### config.mk
export PLATFORM = sky130hd
export DESIGN_NAME = uart_rx_cfg
export DESIGN_NICKNAME = d
export VERILOG_FILES = /design/src/rtl/uart_pkg.sv /design/src/rtl/uart_rx_sampler.sv /design/src/rtl/uart_rx_cfg.sv
export SDC_FILE = /design/constraint.sdc
export NUM_CORES = 1
export LEC_CHECK = 0
export ABC_AREA = 1
export BUFFER_PORTS_ARGS = -buffer_cell sky130_fd_sc_hd__buf_2
export CORE_MARGIN = 2
export CORE_UTILIZATION = 55
export CTS_BUF_LIST = sky130_fd_sc_hd__clkbuf_16
export DETAILED_ROUTE_END_ITERATION = 10
export PLACE_DENSITY = 0.85
export SLEW_MARGIN = 20
export SYNTH_ARGS = -nofsm -noshare
export SYNTH_HDL_FRONTEND = slang
export SYNTH_SLANG_ARGS = --single-unit
### constraint.sdc
create_clock -name i_clk -period 2.9 [get_ports i_clk]
set_clock_uncertainty 0.1 [all_clocks]
set_input_delay 0.58 -clock i_clk [delete_from_list [all_inputs] [get_ports i_clk]]
set_output_delay 0.58 -clock i_clk [all_outputs]
set_load 0.05 [all_outputs]
### src/rtl/uart_pkg.sv
// Shared types and helpers for the configurable UART receiver.
// The optional 2-of-3 majority sampling is selected with the
// UART_RX_MAJORITY_EN macro (see uart_rx_sampler / uart_rx_cfg).
package uart_pkg;

   // Receiver FSM states. The parity state carries a suffix so it does not
   // collide with the PARITY parameter of the receiver.
   typedef enum logic [2:0] {
      IDLE,
      START,
      DATA,
      PARITY_BIT,
      STOP
   } state_t;

   localparam int PARITY_NONE = 0;
   localparam int PARITY_ODD  = 1;
   localparam int PARITY_EVEN = 2;

   // Clock cycles per bit period.
   function automatic int baud_div(input int clk_hz, input int baud);
      return clk_hz / baud;
   endfunction

   // Register width needed to count 0..n-1 (at least one bit).
   function automatic int cnt_width(input int n);
      return (n > 1) ? $clog2(n) : 1;
   endfunction

endpackage

### src/rtl/uart_rx_sampler.sv
// Front end of the UART receiver: 2-flop synchroniser for the asynchronous
// line, a registered copy for falling-edge detection and the bit decision.
// With UART_RX_MAJORITY_EN defined the bit decision is a 2-of-3 vote over the
// current and two previous synchronised samples; otherwise it is the current
// synchronised sample.
module uart_rx_sampler (
   input  logic clk,
   input  logic rst_n,
   input  logic rx,
   output logic fall_edge,
   output logic bit_v
);

   logic sync1;
   logic rx_s;
   logic rx_prev;

   // Synchroniser and edge-detect history; reset high so an idle line never
   // looks like a start bit right after reset.
   always_ff @(posedge clk or negedge rst_n) begin
      if (!rst_n) begin
         sync1   <= 1'b1;
         rx_s    <= 1'b1;
         rx_prev <= 1'b1;
      end else begin
         sync1   <= rx;
         rx_s    <= sync1;
         rx_prev <= rx_s;
      end
   end

   assign fall_edge = rx_prev & ~rx_s;

`ifdef UART_RX_MAJORITY_EN
   logic rx_prev2;

   // One more sample of history so the vote spans three consecutive cycles.
   always_ff @(posedge clk or negedge rst_n) begin
      if (!rst_n) begin
         rx_prev2 <= 1'b1;
      end else begin
         rx_prev2 <= rx_prev;
      end
   end

   assign bit_v = (rx_s & rx_prev) | (rx_s & rx_prev2) | (rx_prev & rx_prev2);
`else
   assign bit_v = rx_s;
`endif

endmodule

### src/rtl/uart_rx_cfg.sv
// Parametrised UART receiver (data width, parity, stop bits, baud).
// Each received word is presented on o_data together with its framing and
// parity flags and a one-cycle o_valid strobe. Error frames still deliver.
// Optional macro UART_RX_MAJORITY_EN: 2-of-3 majority bit decisions, which
// moves every decision (and o_valid) one cycle later.
module uart_rx_cfg
   import uart_pkg::*;
#(
   parameter int CLK_HZ    = 48000000,
   parameter int BAUD      = 115200,
   parameter int DATA_BITS = 8,
   parameter int PARITY    = 0,
   parameter int STOP_BITS = 1
) (
   input  logic                 i_clk,
   input  logic                 i_rst_n,
   input  logic                 i_rx,
   output logic [DATA_BITS-1:0] o_data,
   output logic                 o_valid,
   output logic                 o_frame_err,
   output logic                 o_parity_err,
   output logic                 o_busy
);

   localparam int BAUD_CLK = baud_div(CLK_HZ, BAUD);
   localparam int CW       = cnt_width(BAUD_CLK);
   localparam int IW       = cnt_width(DATA_BITS);

`ifdef UART_RX_MAJORITY_EN
   // The vote needs the sample after the nominal point, so decide one later.
   localparam int DECIDE_OFS = 1;
`else
   localparam int DECIDE_OFS = 0;
`endif

   localparam logic [CW-1:0] TICK      = CW'(BAUD_CLK - 1);
   localparam logic [CW-1:0] HALF_PT   = CW'((BAUD_CLK - 1) / 2 + DECIDE_OFS);
   localparam logic [IW-1:0] LAST_BIT  = IW'(DATA_BITS - 1);
   localparam logic          EXP_PAR   = (PARITY == PARITY_ODD);
   localparam logic          LAST_STOP = (STOP_BITS == 2);
   localparam logic          HAS_PAR   = (PARITY != PARITY_NONE);

   logic                 fall_edge;
   logic                 bit_v;
   state_t               state;
   logic [CW-1:0]        cnt;
   logic [IW-1:0]        idx;
   logic                 stop_idx;
   logic [DATA_BITS-1:0] shreg;
   logic                 par_acc;
   logic                 par_err_acc;
   logic                 frame_acc;

   uart_rx_sampler u_sampler (
      .clk       (i_clk),
      .rst_n     (i_rst_n),
      .rx        (i_rx),
      .fall_edge (fall_edge),
      .bit_v     (bit_v)
   );

   assign o_busy = (state != IDLE);

   // Frame FSM: baud counting, bit assembly, error accumulation and the
   // registered word/flag/strobe outputs.
   always_ff @(posedge i_clk or negedge i_rst_n) begin
      if (!i_rst_n) begin
         state        <= IDLE;
         cnt          <= '0;
         idx          <= '0;
         stop_idx     <= 1'b0;
         shreg        <= '0;
         par_acc      <= 1'b0;
         par_err_acc  <= 1'b0;
         frame_acc    <= 1'b0;
         o_data       <= '0;
         o_valid      <= 1'b0;
         o_frame_err  <= 1'b0;
         o_parity_err <= 1'b0;
      end else begin
         o_valid <= 1'b0;
         case (state)
            IDLE: begin
               if (fall_edge) begin
                  state <= START;
                  cnt   <= '0;
               end
            end

            START: begin
               if (cnt == HALF_PT) begin
                  cnt <= '0;
                  if (!bit_v) begin
                     state       <= DATA;
                     idx         <= '0;
                     par_acc     <= 1'b0;
                     par_err_acc <= 1'b0;
                     frame_acc   <= 1'b0;
                  end else begin
                     // Line back high at mid start bit: treat as a glitch.
                     state <= IDLE;
                  end
               end else begin
                  cnt <= cnt + 1'b1;
               end
            end

            DATA: begin
               if (cnt == TICK) begin
                  cnt     <= '0;
                  shreg   <= {bit_v, shreg[DATA_BITS-1:1]};
                  par_acc <= par_acc ^ bit_v;
                  if (idx == LAST_BIT) begin
                     state    <= HAS_PAR ? PARITY_BIT : STOP;
                     stop_idx <= 1'b0;
                  end else begin
                     idx <= idx + 1'b1;
                  end
               end else begin
                  cnt <= cnt + 1'b1;
               end
            end

            PARITY_BIT: begin
               if (cnt == TICK) begin
                  cnt         <= '0;
                  par_err_acc <= ((par_acc ^ bit_v) != EXP_PAR);
                  state       <= STOP;
               end else begin
                  cnt <= cnt + 1'b1;
               end
            end

            STOP: begin
               if (cnt == TICK) begin
                  cnt <= '0;
                  if (stop_idx == LAST_STOP) begin
                     // Finish at mid stop bit so a following start edge
                     // with no idle gap is still caught.
                     o_data       <= shreg;
                     o_frame_err  <= frame_acc | ~bit_v;
                     o_parity_err <= par_err_acc;
                     o_valid      <= 1'b1;
                     state        <= IDLE;
                  end else begin
                     frame_acc <= frame_acc | ~bit_v;
                     stop_idx  <= 1'b1;
                  end
               end else begin
                  cnt <= cnt + 1'b1;
               end
            end

            default: state <= IDLE;
         endcase
      end
   end

endmodule

==> flow_summary_export.csv <==
group,metric,value,unit
place,dp_hpwl,2.55,mm
worst_setup_path,arrival,1.49,ns
floorplan,die_w,64.7,um
power_and_ir_drop,p_leak,1.25,nW
hold_path,holdCritPathClass,"reg2reg",
worst_setup_path,crit_start,"state[1]",
cts,cts_max_level,2,
global_route,grt.overflow.total,0,
cts,clk_pin_slew,0.06,ns
route,drt_iter0_markers,170,
floorplan,core_area,3610,um2
global_route,track_usage,0.196,
power_and_ir_drop,power.share.switching,0.361,
timing,fin_tns_setup,0,ns
floorplan,die_area,4190,um2
floorplan,ios,15,
global_route,grt_pass1_wl,6.18,mm
synth,avgSynthCellArea,8.60,um2
place,portBuffers,14,
timing,fin_crit,2.17,ns
route,first_pass_iters,4,
timing,setup_viol,0,
route,wl_per_cell,11.9,um
route,wl_met3,131,um
worst_setup_path,worst_setup_path_start_kind,"flip-flop",
power_and_ir_drop,pwr-share-clk,0.336,
timing,max-slew-margin-rel,0.435,
worst_setup_path,endpoint,"o_busy",
global_route,grt_antenna_before_repair,0,
synth,ys_seq_area_frac,0.495,
worst_setup_path,r2r_end,"cnt[6]",
worst_setup_path,r2r_cells,8,
floorplan,start_util,0.563,
timing,drv_slew,0,
power_and_ir_drop,power_frac_seq,0.381,
synth,syn_inst,236,
job,drv_cap,0,
worst_setup_path,crit_fanout,4,
worst_setup_path,end_kind,"output pin",
route,ant_nets,0,
cts,ctsResizeCount,0,
synth,syn-cell-area,2030,um2
timing,tightest_slew,0.848,ns
route,met1_length,1.70,mm
timing,fin_crit_sh,0.749,
route,vias,1512,
synth,yosysUniqueCellTypes,24,
worst_setup_path,required,2.22,ns
timing,grt_setup_unrepaired,"false",
power_and_ir_drop,p_comb_frac,0.283,
global_route,grt_pass1_vias,1404,
final_layout,utilization,0.635,
timing,hold_violations,0,
cts,clock_path_buffers,2,
route,top_layer_used,"met4",
timing,max_freq,460,MHz
cts,post_cts_buffers,0,
final_layout,stdcell_area,2290,um2
global_route,grt_max_degree,41,
route,wl_met2,1.69,mm
route,drc,0,
final_layout,antenna_cells,0,
place,place_area,2130,um2
run_status,status,"completed",
power_and_ir_drop,power_density,798,nW/um2
synth,yosys.area.top_type,"dfrtp_1",
power_and_ir_drop,power.switching,0.000659,W
worst_setup_path,rr_startpoint,"cnt[0]",
power_and_ir_drop,vdd_ir_drop_max,0.688,mV
route,finalWirelength,3.60,mm
final_layout,drive_gt1_frac,0.208,
synth,synth_area_leaders,"dfrtp_1 46%, nand2_1 13%, inv_1 5.2%",
cts,cts-root-buf,"clkbuf_16",
cts,cts.sinks,40,
synth,ys_seq_elements,40,
synth,syn-num-nets,242,
worst_setup_path,ff2ff_setup_slack,1.20,ns
worst_setup_path,critPathKind,"reg2out",
cts,hold_buffers,0,
cts,cts_buffers,5,
floorplan,rows,22,
cts,tritoncts,"yes",
route,avgViaCountPerCell,4.99,
final_layout,final_common_cell,"nand2_1",
final_layout,layout.nets,260,
cts,clock_latency,0.28,ns
final_layout,area_growth,12.8,%
final_layout,nFillCells,295,
floorplan,die_h,64.7,um
synth,synth.top_cell.area_share,0.456,
final_layout,mostFrequentLayoutCells,"71 x nand2_1, 37 x dfrtp_1, 29 x inv_1, 18 x nor2_1, 16 x nand3_1",
power_and_ir_drop,p_int,0.00117,W
synth,yosysWarnings,0,
place,routabilityCongestion,0.858,
## layer usage
metal | track usage | up-vias
li1 | - | 780
met1 | 0.252 | 695
met2 | 0.314 | 29
met3 | 0.0365 | 8
met4 | 0.104 | 0
met5 | 0 | -
## flip-flops by register name, indices dropped and copies added (netlist names)
signal / flops
cnt: 9
frame_acc: 1
idx: 3
o_data: 8
o_frame_err: 1
o_parity_err: 1
o_valid: 1
par_acc: 1
par_err_acc: 1
shreg: 8
state: 3
u_sampler.bit_v: 1
u_sampler.rx_prev: 1
u_sampler.sync1: 1
## cells by family after synthesis
logic type,synth area share
simple gates,0.332
flops,0.495
buf+inv,0.0771
compound gates,0.0647
xor+xnor,0.0129
fa+ha+maj,0.0185
## cell type report
type | count | area [um2] | area share
Sequential cell | 40 | 1000 | 0.439
Multi-Input combinational cell | 161 | 868 | 0.379
Clock buffer | 5 | 125 | 0.0546
Inverter | 32 | 123 | 0.0536
Timing Repair Buffer | 14 | 70.1 | 0.0306
Tap cell | 48 | 60.1 | 0.0262
Clock inverter | 3 | 38.8 | 0.0169
## power groups by stage
stage / combinational [W] / sequential [W] / clock (W)
finish: 0.000517 / 0.000697 / 0.000614
global route: 0.000579 / 0.000703 / 0.000652
CTS: 0.000520 / 0.000695 / 0.000627
detailed placement: 0.000517 / 0.000704 / 0
global placement: 0.000511 / 0.000700 / 0
floorplan: 0.000439 / 0.000692 / 0
## synthesized netlist by cell type (all sizes together)
master,instances
nand2,81
nand3b,1
xor2,3
dfrtp,37
nand3,19
dfstp,3
buf,3
nor3,1
inv,32
a21oi,1
nand4,10
o21ai,20
ha,3
nor2,22
## stage by stage
step	std cells	hold slack, ns	worst slack (ns)	total power (W)
finish	303	0.260	0.727	0.00183
global route	303	0.269	0.681	0.00193
CTS	303	0.264	0.752	0.00184
detailed placement	295	0.257	1.07	0.00122
global placement	295	0.246	1.12	0.00121
floorplan	236	0.184	1.19	0.00113
## worst min-delay path by stage
stage,from,end,slack [ns],cells after the start
final,u_sampler.sync1,u_sampler.bit_v,0.26,0
after global routing,u_sampler.sync1,u_sampler.bit_v,0.27,0
after CTS,u_sampler.sync1,u_sampler.bit_v,0.26,0
after detailed placement,u_sampler.sync1,u_sampler.bit_v,0.26,0
after global placement,u_sampler.sync1,u_sampler.bit_v,0.25,0
after floorplan,i_rst_n,cnt[0],0.18,0
## critical path, cell delays in order (launching register included)
cell,delay (ns)
dfrtp_1,0.44
nor2_1,0.29
inv_1,0.09
nor2_1,0.14
inv_1,0.05
buf_2,0.20
Power figures use the tool's default switching activity.
